--- config.mk ---
export PLATFORM = sky130hd
export DESIGN_NAME = mem_port_arbiter
export DESIGN_NICKNAME = d
export VERILOG_FILES = /design/src/rtl/mem_port_arbiter.sv
export SDC_FILE = /design/constraint.sdc
export NUM_CORES = 1
export LEC_CHECK = 0
export ABC_AREA = 1
export BUFFER_PORTS_ARGS = -buffer_cell sky130_fd_sc_hd__buf_2
export CORE_MARGIN = 3
export CORE_UTILIZATION = 53
export CTS_BUF_LIST = sky130_fd_sc_hd__clkbuf_8
export DETAILED_ROUTE_END_ITERATION = 10
export PLACE_DENSITY = 0.85
export SYNTH_ARGS = -nofsm -noshare
export SYNTH_HDL_FRONTEND = slang
export SYNTH_SLANG_ARGS = --single-unit
--- constraint.sdc ---
create_clock -name clk -period 12.5 [get_ports clk]
set_input_delay 0 -clock clk [delete_from_list [all_inputs] [get_ports clk]]
set_output_delay 0 -clock clk [all_outputs]
set_load 0.005 [all_outputs]
--- src/rtl/mem_port_arbiter.sv ---
// Arbitrates one fixed-latency single-port memory between the instruction-fetch and data ports.
// DM wins ties unless IF has been passed over STARVE_MAX times in a row.
module mem_port_arbiter #(
  parameter int ADDR_W     = 32,
  parameter int DATA_W     = 32,
  parameter int MEM_LAT    = 1,
  parameter int STARVE_MAX = 4
) (
  input  logic                clk,
  input  logic                rst,
  input  logic                if_req,
  input  logic [ADDR_W-1:0]   if_addr,
  output logic [DATA_W-1:0]   if_rdata,
  output logic                if_ready,
  input  logic                dm_req,
  input  logic                dm_we,
  input  logic [DATA_W/8-1:0] dm_be,
  input  logic [ADDR_W-1:0]   dm_addr,
  input  logic [DATA_W-1:0]   dm_wdata,
  output logic [DATA_W-1:0]   dm_rdata,
  output logic                dm_ready,
  output logic                mem_en,
  output logic                mem_we,
  output logic [DATA_W/8-1:0] mem_be,
  output logic [ADDR_W-1:0]   mem_addr,
  output logic [DATA_W-1:0]   mem_wdata,
  input  logic [DATA_W-1:0]   mem_rdata,
  output logic                busy
);

  localparam int BE_W = DATA_W / 8;
  localparam logic [3:0] LAT_C    = 4'(MEM_LAT);
  localparam logic [3:0] STARVE_C = 4'(STARVE_MAX);

  typedef enum logic [1:0] {
    ST_IDLE  = 2'd0,
    ST_ISSUE = 2'd1,
    ST_WAIT  = 2'd2,
    ST_RESP  = 2'd3
  } state_t;

  state_t            state_r, next_state_s;
  logic [3:0]        lat_cnt_r, lat_cnt_s;
  logic [3:0]        starve_cnt_r, starve_cnt_s;
  logic              win_dm_r, win_dm_s;
  logic              win_we_r, win_we_s;
  logic              dm_win_s;
  logic              mem_en_r, mem_en_s;
  logic              mem_we_r, mem_we_s;
  logic [BE_W-1:0]   mem_be_r, mem_be_s;
  logic [ADDR_W-1:0] mem_addr_r, mem_addr_s;
  logic [DATA_W-1:0] mem_wdata_r, mem_wdata_s;
  logic [DATA_W-1:0] if_rdata_r, if_rdata_s;
  logic              if_ready_r, if_ready_s;
  logic [DATA_W-1:0] dm_rdata_r, dm_rdata_s;
  logic              dm_ready_r, dm_ready_s;
  logic              busy_r, busy_s;

  // Next-state, arbitration and next values for every output register.
  always_comb begin
    next_state_s = state_r;
    lat_cnt_s    = lat_cnt_r;
    starve_cnt_s = starve_cnt_r;
    win_dm_s     = win_dm_r;
    win_we_s     = win_we_r;
    mem_en_s     = 1'b0;
    mem_we_s     = 1'b0;
    mem_be_s     = '0;
    mem_addr_s   = '0;
    mem_wdata_s  = '0;
    if_rdata_s   = if_rdata_r;
    if_ready_s   = 1'b0;
    dm_rdata_s   = dm_rdata_r;
    dm_ready_s   = 1'b0;
    // IF is forced only when it is actually waiting and has been starved out.
    dm_win_s     = dm_req && !(if_req && (starve_cnt_r == STARVE_C));

    case (state_r)
      ST_IDLE: begin
        if (dm_win_s) begin
          next_state_s = ST_ISSUE;
          win_dm_s     = 1'b1;
          win_we_s     = dm_we;
          mem_en_s     = 1'b1;
          mem_we_s     = dm_we;
          mem_be_s     = dm_we ? dm_be : {BE_W{1'b1}};
          mem_addr_s   = dm_addr;
          mem_wdata_s  = dm_we ? dm_wdata : {DATA_W{1'b0}};
          if (if_req) begin
            starve_cnt_s = (starve_cnt_r == STARVE_C) ? starve_cnt_r : starve_cnt_r + 4'd1;
          end else begin
            starve_cnt_s = 4'd0;
          end
        end else if (if_req) begin
          next_state_s = ST_ISSUE;
          win_dm_s     = 1'b0;
          win_we_s     = 1'b0;
          mem_en_s     = 1'b1;
          mem_we_s     = 1'b0;
          mem_be_s     = {BE_W{1'b1}};
          mem_addr_s   = if_addr;
          mem_wdata_s  = '0;
          starve_cnt_s = 4'd0;
        end else begin
          next_state_s = ST_IDLE;
        end
      end
      ST_ISSUE: begin
        lat_cnt_s    = LAT_C;
        next_state_s = ST_WAIT;
      end
      ST_WAIT: begin
        lat_cnt_s = lat_cnt_r - 4'd1;
        if (lat_cnt_r <= 4'd1) begin
          next_state_s = ST_RESP;
          if (win_dm_r) begin
            dm_rdata_s = win_we_r ? {DATA_W{1'b0}} : mem_rdata;
            dm_ready_s = 1'b1;
          end else begin
            if_rdata_s = mem_rdata;
            if_ready_s = 1'b1;
          end
        end else begin
          next_state_s = ST_WAIT;
        end
      end
      ST_RESP: begin
        next_state_s = ST_IDLE;
      end
      default: begin
        next_state_s = ST_IDLE;
      end
    endcase

    busy_s = (next_state_s != ST_IDLE);
  end

  // FSM state register.
  always_ff @(posedge clk or posedge rst) begin
    if (rst) begin
      state_r <= ST_IDLE;
    end else begin
      state_r <= next_state_s;
    end
  end

  // Control, bookkeeping and output registers.
  always_ff @(posedge clk or posedge rst) begin
    if (rst) begin
      lat_cnt_r    <= 4'd0;
      starve_cnt_r <= 4'd0;
      win_dm_r     <= 1'b0;
      win_we_r     <= 1'b0;
      mem_en_r     <= 1'b0;
      mem_we_r     <= 1'b0;
      mem_be_r     <= '0;
      mem_addr_r   <= '0;
      mem_wdata_r  <= '0;
      if_rdata_r   <= '0;
      if_ready_r   <= 1'b0;
      dm_rdata_r   <= '0;
      dm_ready_r   <= 1'b0;
      busy_r       <= 1'b0;
    end else begin
      lat_cnt_r    <= lat_cnt_s;
      starve_cnt_r <= starve_cnt_s;
      win_dm_r     <= win_dm_s;
      win_we_r     <= win_we_s;
      mem_en_r     <= mem_en_s;
      mem_we_r     <= mem_we_s;
      mem_be_r     <= mem_be_s;
      mem_addr_r   <= mem_addr_s;
      mem_wdata_r  <= mem_wdata_s;
      if_rdata_r   <= if_rdata_s;
      if_ready_r   <= if_ready_s;
      dm_rdata_r   <= dm_rdata_s;
      dm_ready_r   <= dm_ready_s;
      busy_r       <= busy_s;
    end
  end

  assign if_rdata  = if_rdata_r;
  assign if_ready  = if_ready_r;
  assign dm_rdata  = dm_rdata_r;
  assign dm_ready  = dm_ready_r;
  assign mem_en    = mem_en_r;
  assign mem_we    = mem_we_r;
  assign mem_be    = mem_be_r;
  assign mem_addr  = mem_addr_r;
  assign mem_wdata = mem_wdata_r;
  assign busy      = busy_r;

endmodule

==> metrics.yaml <==
worst_setup_path:
  crit_top_cell: "nand2_1"
  worst-r2r-setup-slack_ns: 8.90
  path_cells: "inv_1, ha_1, nor3b_4, buf_4, nand3_1, nand2_1, nand2_1"
  worst_setup_path_startpoint: "state_r[0]"
  start_kind: "register"
  crit_arrival_ns: 3.93
  timing.critical_path.to: "if_rdata[5]"
  critical_path_required_ns: 12.83
  reg2reg_to: "if_rdata[5]"
  worstRegToRegCells: 7
  setup.worst_path.end_class: "register"
  setup.worst_path.class: "register to register"
  cpPeakStageDelay_ns: 0.96
  critical_path_peak_fanout: 35
  worst_r2r_start: "state_r[0]"
  crit_path_top_delay_cell: "nor3b_4"
cts:
  cts-htree-levels: 4
  worst_skew_pair.late_latency_ns: 0.46
  numClockSinks: 149
  cts_inserted_buffers: 17
  cts_root_buf: "clkbuf_8"
  post_cts.resized_instances: 0
  max-clock-path-buffers: 2
  clk_transition_reported_paths_ns: 0.09
  cts_tree: "built"
synthesis:
  synth-simple-area-share: 0.307
  netlist.top_cell.by_area: "dfrtp_1"
  synth_cell_type_count: 23
  synthDominantCellAreaShare: 0.587
  muxShareOfSynthArea: 0
  syn_area_per_cell_um2: 8.88
  postSynth.topFlopCell: "dfrtp_1"
  postSynthRegisterBits: 149
  yosysWarnings: 0
  post_synthesis_instance_area_mm2: 0.00635
  number_of_enable_type_register_cells_in_the_synthesized_netlist: 0
  synth_commonest_cells: "212 x nand2_1, 149 x dfrtp_1, 73 x nand3_1"
  synth_instances: 715
  yosys.cell_count.top_type: "nand2_1"
  ys_seq_area_frac: 0.587
  asyncSetResetFlopFracSynth: 1.00
  postSynthNetCount: 858
  synth_top_family_by_area: "simple AND/OR/NAND/NOR gates"
  synthXorXnorAreaFrac: 0.00138
  post_synthesis_share_of_cell_area_spent_on_full_adders_half_adders_and_majority_gates: 0.0118
  synth_top_cells_by_area: "dfrtp_1 59%, nand2_1 13%, nand4_1 6.6%"
  synth_compound_area_frac: 0.0104
detailed_routing:
  drt_iter0_markers: 954
  drt_drc_violations_left: 0
  postRouteAntennaNets: 0
  wl_mm: 24.3
  route.detailed.wl_per_inst_um: 19.4
  tritonroute_pass_1_iters: 6
  vias: 7138
  viasPerCell: 5.70
placement:
  dp_worst_setup_slack_ns: 8.92
  gp_congestion: 0.836
  placed_wire_length_estimate_after_detailed_placement_mm: 11.9
  port-buffer-count: 273
  dpl_cell_area_mm2: 0.00765
timing:
  timing.final.crit_period_ns: 3.60
  rsz0062_at_grt: "no"
  worst_slack_ns: 8.90
  final-max-slew-violation-count: 0
  max_slew.worst_pin.slew_ns: 1.25
  fmaxAchievable_mhz: 278
  final-hold-violation-count: 0
  timing.slew.headroom: 0.166
  skew_ns: 0.0100
  finalSetupTns_ns: 0
  layout_worst_path_cycle_share: 0.288
  setup_viol: 0
  fin_worst_hold_slack_ns: 0.0732
floorplan:
  row_count: 39
  top_level_ports: 274
  start_util: 0.549
  fp.coreArea_mm2: 0.0116
  floorplan.die.width_um: 115
  design.die.area_mm2: 0.0133
  overall_die_height_um: 115
global_route:
  groute.usage.overall: 0.370
  antenna_found_initial: 1
  first_global_vias: 7145
  grt_overflow_total: 0
  grt_start_max_net_pins: 83
  grt_first_pass_wirelength_mm: 37.6
final_layout:
  final_layout_size_suffix_gt1_frac: 0.286
  fin_nets: 1237
  fin_util: 0.817
  syn_to_final_growth_pct: 48.7
  fill_cells: 627
  final_area_mm2: 0.00945
outcome:
  run_status: "completed"
flow_run:
  number_of_maximum_capacitance_constraint_violations: 0
power:
  leakage_nw: 5.42
  peak_vdd_ir_v: 0.000105
  p_per_area_mw_per_mm2: 200
min_path:
  hold_path_class: "input pin to register"
## critical path: cells and delay by family, from the launching register on
family / cells / cell delay (ns)
AND/OR/NAND/NOR: 4 / 2.34
flip-flops: 1 / 0.37
adder cells (fa/ha/maj): 1 / 0.21
buffers and inverters: 2 / 0.55
## routing by layer
layer | track usage | vias to the layer above | part of all wire
li1 | - | 3080 | -
met1 | 0.412 | 3328 | 0.34
met2 | 0.623 | 573 | 0.50
met3 | 0.101 | 157 | 0.093
met4 | 0.240 | 0 | 0.068
met5 | 0 | - | 0
## through the flow
| step | power, W | std cells |
|---|---|---|
| after floorplan | 0.00114 | 715 |
| after CTS | 0.00184 | 1249 |
| after global placement | 0.00136 | 1081 |
| after global routing | 0.00201 | 1250 |
| final | 0.00189 | 1252 |
| after detailed placement | 0.00139 | 1081 |
## registers in the layout, indices dropped and copies added (netlist names)
name	cells
mem_addr	32
mem_wdata	32
state_r	2
lat_cnt_r	4
mem_en	1
mem_we	1
win_dm_r	1
busy	1
dm_ready	1
if_ready	1
dm_rdata	32
if_rdata	32
mem_be	4
starve_cnt_r	4
win_we_r	1
## cell families (layout without fill, tap and decap cells)
group / count (synthesis) / in the layout
fa+ha+maj: 6 / 6
xor+xnor: 1 / 1
other cells: 0 / 3
buf+inv: 114 / 505
simple gates: 434 / 434
flops: 149 / 149
compound gates: 11 / 11
## cell type report
class                   instances  area, um2  area share
flip-flops and latches        149       3730       0.395
repair buffers                415       2780       0.294
multi-input cells             452       2110       0.223
clock buffers                  17        234      0.0248
inverters                      59        226      0.0240
clock inverters                14        186      0.0197
well taps                     143        179      0.0189
diodes                          3       7.51    0.000795
## how the worst min path moves through the flow
stage / startpoint / to / cells after the start
finish: dm_we / mem_wdata[14] / 3
global route: dm_we / mem_wdata[28] / 3
CTS: dm_we / mem_wdata[6] / 3
detailed placement: rst / mem_addr[8] / 2
global placement: rst / mem_addr[9] / 2
floorplan: dm_wdata[0] / mem_wdata[0] / 2
## cells in the final DEF, fill, tap and decap left out, types with 2 or more instances in the layout
cell type      count
nor3_1            32
o21ai_0            4
nand3_1           73
nor2_1            46
nand4_1           67
clkbuf_8          17
inv_1             57
o21bai_1           4
dlygate4sd3_1    137
clkinvlp_4         2
ha_1               6
dfrtp_1          149
buf_2            273
nand2_1          211
clkinv_4           3
bufinv_16          4
clkinv_2           5
a21oi_1            2
buf_4              5
diode_2            3
## report_power, final
part | switching, W | leakage, nW | internal, W | total [W]
Combinational | 0.000458 | 3.28 | 0.000286 | 0.000744
Sequential | 0.000103 | 1.93 | 0.000643 | 0.000746
Clock | 0.000186 | 0.211 | 0.000215 | 0.000401
## what timing repair did
item                      4_1_cts  5_1_grt
hold buffers                  137        0
buffers inserted                0        0
hold endpoints to repair      206        0
(Power assumes the default switching activity.)
